**config.mk**
```make
export PLATFORM = sky130hd
export DESIGN_NAME = axis_sync_register_bank
export DESIGN_NICKNAME = d
export VERILOG_FILES = /design/src/rtl/axis_sync_register_bank_pkg.sv /design/src/rtl/sync_shadow_slot.sv /design/src/rtl/axis_sync_register_bank.sv
export SDC_FILE = /design/constraint.sdc
export NUM_CORES = 1
export LEC_CHECK = 0
export ABC_AREA = 1
export CAP_MARGIN = 20
export CORE_MARGIN = 4
export CORE_UTILIZATION = 40
export CTS_BUF_LIST = sky130_fd_sc_hd__clkbuf_4 sky130_fd_sc_hd__clkbuf_8
export DETAILED_ROUTE_END_ITERATION = 10
export PLACE_DENSITY = 0.66
export SYNTH_ARGS = -nofsm -noshare
export SYNTH_HDL_FRONTEND = slang
export SYNTH_SLANG_ARGS = --single-unit
```
**constraint.sdc**
```tcl
create_clock -name clock -period 2 [get_ports clock]
set_clock_uncertainty 0.05 [all_clocks]
set_input_delay 0.3 -clock clock [delete_from_list [all_inputs] [get_ports clock]]
set_output_delay 0.3 -clock clock [all_outputs]
set_load 0.005 [all_outputs]
```
**src/rtl/axis_sync_register_bank_pkg.sv**
```systemverilog
// Shared types for the sync register bank: dest width, index sizing helper, per-entry status.
package axis_sync_register_bank_pkg;

  localparam int DEST_W = 32;

  // Never returns 0, so a single-entry bank still gets a 1-bit index.
  function automatic int idx_width(input int n);
    return (n > 1) ? $clog2(n) : 1;
  endfunction

  typedef enum logic {
    IDLE   = 1'b0,
    STAGED = 1'b1
  } upd_state_t;

endpackage

```
**src/rtl/sync_shadow_slot.sv**
```systemverilog
// One bank entry: shadow/active pair plus pending flag; commit copies shadow to active one cycle after sync.
// A set in the same cycle as a commit re-arms pending with the new shadow data.
module sync_shadow_slot
  import axis_sync_register_bank_pkg::*;
#(
  parameter int DATA_WIDTH = 64
) (
  input  logic                  clock,
  input  logic                  reset,
  input  logic                  set,
  input  logic [DATA_WIDTH-1:0] set_data,
  input  logic                  commit,
  output logic [DATA_WIDTH-1:0] active,
  output upd_state_t            state
);

  logic [DATA_WIDTH-1:0] shadow_q, shadow_d;
  logic [DATA_WIDTH-1:0] active_q, active_d;
  upd_state_t            state_q, state_d;

  always_comb begin
    shadow_d = shadow_q;
    active_d = active_q;
    state_d  = state_q;
    if (commit && (state_q == STAGED)) begin
      active_d = shadow_q;
      state_d  = IDLE;
    end
    // The commit above has already taken the old shadow; the new beat waits for the next sync.
    if (set) begin
      shadow_d = set_data;
      state_d  = STAGED;
    end
  end

  always_ff @(posedge clock or negedge reset) begin
    if (!reset) begin
      shadow_q <= '0;
      active_q <= '0;
      state_q  <= IDLE;
    end else begin
      shadow_q <= shadow_d;
      active_q <= active_d;
      state_q  <= state_d;
    end
  end

  assign active = active_q;
  assign state  = state_q;

endmodule

```
**src/rtl/axis_sync_register_bank.sv**
```systemverilog
// Stages stream beats per dest into shadow slots and commits all pending slots on sync (values valid sync+1).
// AXIS_SYNC_REGISTER_BANK_BACKPRESSURE_EN: stall beats aimed at a still-pending slot; otherwise last write wins.
module axis_sync_register_bank
  import axis_sync_register_bank_pkg::*;
#(
  parameter int          N_REGISTERS = 8,
  parameter int          DATA_WIDTH  = 64,
  parameter logic [31:0] DEST_BASE   = 32'd0
) (
  input  logic                                   clock,
  input  logic                                   reset,
  input  logic                                   sync,
  input  logic                                   data_in_valid,
  output logic                                   data_in_ready,
  input  logic [DATA_WIDTH-1:0]                  data_in_data,
  input  logic [DEST_W-1:0]                      data_in_dest,
  output logic [N_REGISTERS-1:0][DATA_WIDTH-1:0] values,
  output logic                                   update_strobe,
  output logic [N_REGISTERS-1:0]                 updated_mask,
  output logic                                   dest_error
);

  localparam int IDX_W = idx_width(N_REGISTERS);
  typedef logic [IDX_W-1:0] idx_t;

  logic [DEST_W-1:0]      idx_full;
  logic                   in_range;
  idx_t                   idx;
  logic                   handshake;
  logic [N_REGISTERS-1:0] pending;
  logic [N_REGISTERS-1:0] set_vec;
  upd_state_t             slot_state [N_REGISTERS];

  logic                   ready_q, ready_d;
  logic                   strobe_q, strobe_d;
  logic [N_REGISTERS-1:0] mask_q, mask_d;
  logic                   err_q, err_d;

  // Unsigned wrap makes dests below DEST_BASE land far out of range.
  assign idx_full  = data_in_dest - DEST_BASE;
  assign in_range  = idx_full < DEST_W'(N_REGISTERS);
  assign idx       = idx_t'(idx_full);

`ifdef AXIS_SYNC_REGISTER_BANK_BACKPRESSURE_EN
  assign data_in_ready = ready_q & ~(data_in_valid & in_range & pending[idx]);
`else
  assign data_in_ready = ready_q;
`endif

  assign handshake = data_in_valid & data_in_ready;

  always_comb begin
    set_vec = '0;
    if (handshake && in_range) begin
      set_vec[idx] = 1'b1;
    end
  end

  for (genvar i = 0; i < N_REGISTERS; i++) begin : g_slot
    sync_shadow_slot #(
      .DATA_WIDTH(DATA_WIDTH)
    ) u_slot (
      .clock    (clock),
      .reset    (reset),
      .set      (set_vec[i]),
      .set_data (data_in_data),
      .commit   (sync),
      .active   (values[i]),
      .state    (slot_state[i])
    );
    assign pending[i] = (slot_state[i] == STAGED);
  end

  always_comb begin
    ready_d  = 1'b1;
    strobe_d = sync & (|pending);
    mask_d   = mask_q;
    err_d    = err_q | (handshake & ~in_range);
    if (sync && (|pending)) begin
      mask_d = pending;
    end
  end

  always_ff @(posedge clock or negedge reset) begin
    if (!reset) begin
      ready_q  <= 1'b0;
      strobe_q <= 1'b0;
      mask_q   <= '0;
      err_q    <= 1'b0;
    end else begin
      ready_q  <= ready_d;
      strobe_q <= strobe_d;
      mask_q   <= mask_d;
      err_q    <= err_d;
    end
  end

  assign update_strobe = strobe_q;
  assign updated_mask  = mask_q;
  assign dest_error    = err_q;

endmodule
```
# [After elaboration in Yosys (flattened, before gate mapping)]
# Index checks and enable logic that the tools add are counted.
[classes] n_mux=19 n_bitwise=5 n_reduce_logical=20 order_cmp=3
[op_table] cell="$lt 32x4->1 const B" count=1
[op_table] cell="$mux 1" count=17
[op_table] cell="$reduce_bool 2->1" count=8
[op_table] cell="$logic_and 1x1->1" count=11
[op_table] cell="$mux 8" count=1
[op_table] cell="$reduce_or 8->1" count=1
[op_table] cell="$lt 3x4->1 const B" count=1
[op_table] cell="$and 1x1->1" count=3
[op_table] cell="$demux 1 s3" count=1
[op_table] cell="$ge 3x1->1 const B" count=1
[op_table] cell="$not 1->1" count=1
[op_table] cell="$or 1x1->1" count=1
[totals] output_inout_bits=523 word_cells=75 ff_bits=1043 in_bits=100

# [Longest topological paths before layout]
# Gate-level depths: netlist of the first run.
[depth] depth_word=6 ltp_mapped=11 mapped_depth_nobuf=8

# [By module]
# From an unflattened synthesis of the first run, not the netlist that was laid out.
[hier_totals] cells_unflattened=4505 area_unflattened_um2=40680.3
[by_module_without_submodules] module="sync_shadow_slot" area_each_um2=5007.3 instances=8 seq_area_each_um2=3228.1 cells_per_inst=551
[by_module_without_submodules] module="axis_sync_register_bank" area_each_um2=621.8 instances=1 seq_area_each_um2=275.3 cells_per_inst=97

# [Least setup slack after synthesis of the first run]
# Ideal clock, no wire load.
[synth_timing] kind="input-to-reg" from="input data_in_dest[20]" to="register g_slot[0].u_slot.shadow_q[14]" t_arrival_ns=1.452 setup_ns=0.117 required_ns=1.833 setup_slack_ns=0.380 path_stages=10 n_path_buf=3 cell_sequence="or2_1 -> nor2_1 -> nand2_1 -> nor2_4 -> buf_6 -> nand3_2 -> buf_6 -> buf_6 -> nand2_1 -> nand2_1"
[synth_between] elab_chain_len=3
[synth_lines] element="start: declaration" line="axis_sync_register_bank.sv:16" rtl="input logic [DEST_W-1:0] data_in_dest,"
[synth_lines] element="$lt 32x4->1" line="axis_sync_register_bank.sv:41" rtl="assign in_range = idx_full < DEST_W'(N_REGISTERS);"
[synth_lines] element="$logic_and 1x1->1" line="axis_sync_register_bank.sv:54" rtl="if (handshake && in_range) begin"
[synth_lines] element="$mux 8" line="axis_sync_register_bank.sv:54"
[synth_lines] element="end signal: assignment" line="sync_shadow_slot.sv:42" rtl="shadow_q <= shadow_d;"
[synth_lines] element="end: declaration" line="sync_shadow_slot.sv:17" rtl="logic [DATA_WIDTH-1:0] shadow_q, shadow_d;"
# Every way passes these cells.
# A chain may end at the register's enable or synchronous reset.

# [Final worst setup path of the first run]
[layout_timing] from="register g_slot[4].u_slot.active_q[26]" to="output values[282] (netlist name)"
[layout_lines] element="start: declaration" line="sync_shadow_slot.sv:18" rtl="logic [DATA_WIDTH-1:0] active_q, active_d;"
[layout_lines] element="start signal: assignment" line="sync_shadow_slot.sv:43" rtl="active_q <= active_d;"
[layout_lines] element="end: declaration" line="axis_sync_register_bank.sv:17" rtl="output logic [N_REGISTERS-1:0][DATA_WIDTH-1:0] values,"
# No word-level cell between the ends.

==> results of run 1 <==
-- Yosys cell counts --
| library cell | count | area share |
|---|---|---|
| nand4_1 | 514 | 0.078 |
| mux2_2 | 512 | 0.14 |
| nand2_1 | 1042 | 0.095 |
| inv_1 | 21 | 0.0019 |
| o21bai_1 | 1 | 0.00018 |
| dfrtp_1 | 1043 | 0.63 |
| nor2_1 | 17 | 0.0016 |
| o21a_1 | 1 | 0.00018 |
| nor3_1 | 8 | 0.00097 |
| or2_1 | 1 | 0.00015 |
| clkbuf_2 | 63 | 0.0077 |
| buf_6 | 30 | 0.0082 |
| conb_1 | 1 | 0.000091 |
| nand3_1 | 7 | 0.00085 |
| buf_4 | 23 | 0.0042 |
| buf_1 | 4 | 0.00036 |
| nand3_2 | 1 | 0.00024 |
| o21ai_0 | 16 | 0.0019 |
| clkbuf_1 | 139 | 0.013 |
| clkbuf_4 | 1 | 0.00018 |
| buf_2 | 88 | 0.011 |
| nor2_4 | 1 | 0.00027 |
-- worst min-delay path, cell delays in order --
cell and delay, ns:
dlygate4sd3_1 0.57, buf_8 0.28, buf_4 0.23
-- area by class of cell --
class / count / area (sq um) / share of cell area
inverter: 21 / 86.3 / 0.00161
multi-input combinational: 2122 / 13400 / 0.249
clock buffer: 282 / 3470 / 0.0649
sequential: 1043 / 26100 / 0.488
antenna: 5 / 12.5 / 0.000234
clock inverter: 20 / 181 / 0.00339
tap: 1368 / 1710 / 0.0320
timing repair buffer: 861 / 8620 / 0.161
-- metrics by stage --
step / instance area [sq um] / instances
5_1_grt: 53500 / 5720
2_1_floorplan: 41100 / 3534
3_3_place_gp: 50300 / 5392
4_1_cts: 53500 / 5717
3_5_place_dp: 50300 / 5392
6_report: 53500 / 5722
-- flip-flops by register name, indices dropped and copies added (netlist names) --
name / flops
updated_mask: 8
update_strobe: 1
data_in_ready: 1
dest_error: 1
g_slot.u_slot.shadow_q: 512
g_slot.u_slot.state: 8
g_slot.u_slot.active: 512
-- report_power, final --
part           total (mW)  leakage [nW]  internal [mW]  switching [mW]
Clock                19.6          1.95           11.1            8.53
Combinational        1.69          13.8          0.482            1.21
Sequential           21.1          14.6           21.1          0.0136
Total                42.5          30.3           32.7            9.76
-- cell families (layout without fill, tap and decap cells) --
| group | Yosys count | after routing | synth area share |
|---|---|---|---|
| and+or+nand+nor | 1591 | 1591 | 0.177 |
| DFF | 1043 | 1043 | 0.634 |
| muxes | 512 | 512 | 0.140 |
| buffers and inverters | 369 | 1184 | 0.0459 |
| AOI/OAI and AO/OA | 18 | 18 | 0.00231 |
| other | 1 | 6 | 0.0000911 |
-- timing repair --
action                                  4_1_cts  5_1_grt
hold endpoints to repair                   1018        0
hold buffers                                  3        0
endpoints found under the setup margin      523        1
setup buffers                                20        0
resized for setup                           527        1
-- worst paths after layout --
kind / end
min in group clock: g_slot[7].u_slot.shadow_q[48]
setup / recovery: values[282]
max in group asynchronous: g_slot[2].u_slot.shadow_q[43]
hold / removal: g_slot[3].u_slot.active[54]
hold reg to reg: g_slot[0].u_slot.shadow_q[45]
setup reg to reg: g_slot[3].u_slot.shadow_q[37]
-- routing by layer --
layer	track usage	up-vias
met5	0	-
met4	0.0994	2
met3	0.0536	261
met2	0.397	1292
met1	0.324	15700
li1	-	13500
==> summary.md, run 1 <==
| Metric | Value |
|---|---|
| H-tree depth | 4 |
| TritonRoute pass-1 iters | 7 |
| Clock Latency Late Sink | between 0.8 and 0.9 ns |
| Placer's final routability congestion estimate | 0.810 |
| # DRC | 0 |
| Slew Limit Fails | 0 |
| Met3 WL post-DR | 9.61 mm |
| DR vias/cell | 5.38 |
| CP Data Required Time | between 1.5 and 2 ns |
| Fmax | 527 MHz |
| Vias in the first global route | between 30000 and 40000 |
| Relative slew slack | 0.370 |
| Met2 wire len | 64.3 mm |
| Max VDD drop | 0.501 mV |
| Unique cell type count in the Yosys netlist | 22 |
| Startpoint Class | register |
| Maxcap violations | 0 |
| Final core occ | 0.526 |
| Worst R2R Path Depth | 6 |
| Mapped Nets | 3634 |
| P&R area growth vs syn | 30.1% |
| Placeable Area | 102000 sq um |
| Die area | 108000 sq um |
| Worst-path cell chain | dlygate4sd2_1 |
| Cell count along the critical path | 1 |
| Initial Utilization | 0.404 |
| Register bit total from synthesis | 1043 |
| CTS tree | built |
| Clock sinks | 1043 |
| Nets | 4320 |
| Setup tns final | 0 ns |
| RSZ-0062 raised after global routing | false |
| Die W | 329 um |
| IO buf count | 622 |
| Fin worst setup slack | 0.104 ns |
| HPWL after DPL | 90.0 mm |
| FILL cells | 9185 |
| Max layer used | met5 |
| Maximum root-to-sink buffer count | 3 |
| TritonCTS buffer count | 171 |
| CP max stage delay | between 0.4 and 0.5 ns |
| Row cnt | ~120 |
| Layout cell share with drive strength beyond 1 | 0.248 |
| Sequential area share after synthesis | 0.634 |
| Crit path buf inv count | 1 |
| Wirelength per Cell | around 23 um |
| Largest delay contributor family on the critical path | flip-flops |
| R2r setup slk | 0.41 ns |
| Root Driver | clkbuf_8 |
| Die Height | 329 um |
| Total wire length | 134 mm |
| Worst-path fanout max | 2 |
| I/O Pins | 623 |
| Fin crit period | between 1.5 and 2 ns |
| Most frequent cells in the layout | 1041 x dfrtp_1, 1034 x nand2_1, 520 x dlygate4sd2_1 |
| Initial antenna violation count | 6 |
| Initial drt markers | 2422 |
| Via Count | 30800 |
| Place WS | -0.304 ns |
| Critical path arrival | about 1.6 ns |
| Hold Path Class | input port to asynchronous set/reset pin |
| Global-route wire length before repair | 201 mm |
| Gate Count Post-Synth | 3534 |
| LEAKAGE | 30.3 nW |
| CP startpoint | g_slot[4].u_slot.active[26] |
| Worst-path clk slew | approximately 0.06 ns |
| Grt ovf | 0 |
| Power Total | 42.5 mW |
| Mapped Avg Cell Area | 11.6 sq um |
| Total Routing Usage GR | 0.246 |
| Final hold violation count | 0 |
| Commonest non-fill, non-tap cell in the layout | dfrtp_1 |
| Worst Tran Pin Value | 0.942 ns |
| Crit Path Class | register to output port |
| Hold_ws | 0.189 ns |
| Period utilisation layout | 0.948 |
| PD cells | 793 nW/um^2 |
| Final-report setup violation count | 0 |
| Final ANT Viol Nets | 0 |
| Synth Cell Area | 41100 sq um |
| Critical path capture point type | output port |
| CP max stage cell | dfrtp_1 |
| Worst r2r src | data_in_ready |
| Outcome | complete, no violations |
| YS warnings | 0 |
| Wl on met1 | 55.0 mm |
| Largest net degree at the start of global routing | between 90 and 100 |
No activity file was read; power rests on OpenSTA's default activity.
==> inputs of run 2 (changes only) <==
--- a/config.mk
+++ b/config.mk
@@ -7,11 +7,14 @@
 export LEC_CHECK = 0
 export ABC_AREA = 1
 export CAP_MARGIN = 20
+export CELL_PAD_IN_SITES_DETAIL_PLACEMENT = 1
+export CELL_PAD_IN_SITES_GLOBAL_PLACEMENT = 2
 export CORE_MARGIN = 4
-export CORE_UTILIZATION = 40
+export CORE_UTILIZATION = 37
 export CTS_BUF_LIST = sky130_fd_sc_hd__clkbuf_4 sky130_fd_sc_hd__clkbuf_8
+export CTS_CLUSTER_DIAMETER = 120
 export DETAILED_ROUTE_END_ITERATION = 10
-export PLACE_DENSITY = 0.66
+export PLACE_DENSITY = 0.86
 export SYNTH_ARGS = -nofsm -noshare
 export SYNTH_HDL_FRONTEND = slang
 export SYNTH_SLANG_ARGS = --single-unit
==> run 2 against run 1 <==
  * Utilization is 3.3 points lower
  * First-iteration DRC count is 22% lower
  * Clock-buffer cell count is 8 higher
  * Non-clock buffer count is 44 higher
  * Worst setup slack worse by 0.032 ns
  * Highest routed layer is now met4
==> summary.md, run 2 (synthesis gave the netlist of run 1 again) <==
| Metric | Value |
|---|---|
| Outcome | complete, no violations |
| TritonCTS buffer count | 181 (+5.8%) |
| Initial Utilization | 0.372 (-0.0315) |
| Setup tns final | 0 ns (unchanged) |
| Final hold violation count | 0 (unchanged) |
| I/O Pins | 623 (unchanged) |
| Placeable Area | 111000 sq um (+8.5%) |
| Wirelength per Cell | 25.1 um (+7.4%) |
| Most frequent cells in the layout | 1039 x dfrtp_1, 1034 x nand2_1, 514 x nand4_1 |
| Root Driver | clkbuf_8 |
| Power Total | 43.6 mW (+2.7%) |
| IO buf count | 622 (unchanged) |
| Worst-path fanout max | 2 (unchanged) |
| Startpoint Class | register |
| Initial antenna violation count | 5 (-1) |
| Final Cell Area | 54400 sq um (+1.6%) |
| Die W | 341 um (+3.9%) |
| H-tree depth | 4 (unchanged) |
| Grt ovf | 0 (unchanged) |
| Maximum root-to-sink buffer count | 3 (unchanged) |
| Placer's final routability congestion estimate | 0.794 (-2.1%) |
| Slew Limit Fails | 0 (unchanged) |
| Crit path buf inv count | 1 (unchanged) |
| Global-route wire length before repair | 223 mm (+11%) |
| Hold Path Class | input port to asynchronous set/reset pin |
| Relative slew slack | 0.484 (+0.114) |
| Place WS | -0.312 ns (-0.00840 ns) |
| Largest delay contributor family on the critical path | flip-flops |
| Largest net degree at the start of global routing | 109 (+14%) |
| R2r setup slk | 0.26 ns (-0.15 ns) |
| # DRC | 0 (unchanged) |
| P&R area growth vs syn | 32.3% |
| Layout cell share with drive strength beyond 1 | 0.260 (+0.0120) |
| Commonest non-fill, non-tap cell in the layout | dfrtp_1 |
| PD cells | 801 nW/um^2 (+1.0%) |
| DR vias/cell | 5.31 (-1.2%) |
| Nets | 4374 (+1.3%) |
| HPWL after DPL | 100 mm (+11%) |
| LEAKAGE | 30.3 nW (+0.14%) |
| Final ANT Viol Nets | 0 (unchanged) |
| Vias in the first global route | 34500 (+9.3%) |
| Placed cell areas | 50700 sq um (+0.69%) |
| CTS tree | built |
| Total Routing Usage GR | 0.252 (+0.00661) |
| Total wire length | 148 mm (+11%) |
| Via Count | 31400 (+1.9%) |
| Row cnt | 122 (+4.3%) |
| Worst Tran Pin Value | 0.772 ns (-0.170 ns) |
| Critical path arrival | 1.58 ns (+0.03 ns) |
| Initial drt markers | 1878 (-22%) |
| Period utilisation layout | 0.964 (+0.0162) |
| Final-report setup violation count | 0 (unchanged) |
| Hold_ws | 0.0649 ns (-0.124 ns) |
| Worst-path clk slew | 0.06 ns (about the same) |
| Clock sinks | 1043 (unchanged) |
| Maxcap violations | 0 (unchanged) |
| Max VDD drop | 0.495 mV (-1.1%) |
| TritonRoute pass-1 iters | 5 (-2) |
| Fin worst setup slack | 0.0710 ns (-0.0325 ns) |
| Fin crit period | 1.93 ns (+0.0325 ns) |
| Fmax | 518 MHz (-1.7%) |
| Crit Path Class | register to output port |
| Die Height | 341 um (+3.9%) |
| CP Data Required Time | 1.65 ns (about the same) |
| Die area | 117000 sq um (+7.9%) |
| CP max stage delay | 0.41 ns (-0.02 ns) |
| CP max stage cell | dfrtp_1 |
| Critical path capture point type | output port |
| Worst-path cell chain | dlygate4sd2_1 |
| Clock Latency Late Sink | 0.87 ns (+0.05 ns) |
[run 2: changes by cell type in the layout (fill, tap and decap cells not counted), sizes merged, moves of 2 or more]
| cell | delta |
|---|---|
| buf | +45 |
| bufinv | +2 |
| clkbuf | +9 |
| clkdlybuf4s15 | +89 |
| clkinv | +11 |
| diode | +2 |
| dlygate4sd2 | -90 |
| inv | -4 |
[run 2: layout make-up]
type                            instances  area, sq um
Antenna cell                            7         17.5
Clock buffer                          290         3570
Clock inverter                         29          300
Fill cell                           11800        56100
Inverter                               21         86.3
Multi-Input combinational cell       2122        13400
Sequential cell                      1043        26100
Tap cell                             1488         1860
Timing Repair Buffer                  905         9140
[run 2: metal layers]
layer / vias to the layer above / part of all wire / GRT usage
li1: 13600 / - / -
met5: - / 0 / 0
met4: 0 / 0.037 / 0.100
met3: 274 / 0.059 / 0.0526
met2: 1058 / 0.49 / 0.418
met1: 16400 / 0.42 / 0.325
[run 2: worst reg2reg max path, stage by stage, from the launching register on]
cell	delay, ns
dfrtp_1	0.35
nand2_1	0.21
inv_8	0.26
buf_12	0.26
buf_4	0.24
nand4_1	0.14
nand2_1	0.14
[run 2: repair_timing]
| action | in CTS | in global routing |
|---|---|---|
| gates cloned | 0 | 0 |
| setup endpoints to repair | 523 | 4 |
| hold buffers | 2 | 0 |
| endpoints found under the hold margin | 1043 | 0 |
| buffers inserted | 49 | 0 |
| gates resized for setup | 620 | 4 |
[run 2: where the power goes]
part           total [mW]  switching (mW)  internal (mW)
sequential           21.2          0.0126           21.1
combinational        1.76            1.24          0.520
clock                20.7            9.04           11.7
total                43.6            10.3           33.3
[run 2: per-stage QoR]
stage,utilization,std cells
final,0.492,5905
after global routing,0.492,5904
after CTS,0.492,5898
after detailed placement,0.459,5528
after global placement,0.459,5528
after floorplan,-,3534
[run 2: final timing paths]
kind	startpoint	to	depth (start not counted)
worst max-delay path	g_slot[4].u_slot.active[18]	values[274]	1
worst min-delay path	reset	g_slot[0].u_slot.active[50]	3
worst max register to register	data_in_ready	g_slot[5].u_slot.shadow_q[6]	6
worst min register to register	g_slot[7].u_slot.shadow_q[42]	g_slot[7].u_slot.shadow_q[42]	2
max in group asynchronous	reset	g_slot[4].u_slot.active[59]	3
min in group clock	data_in_data[21]	g_slot[4].u_slot.shadow_q[21]	4
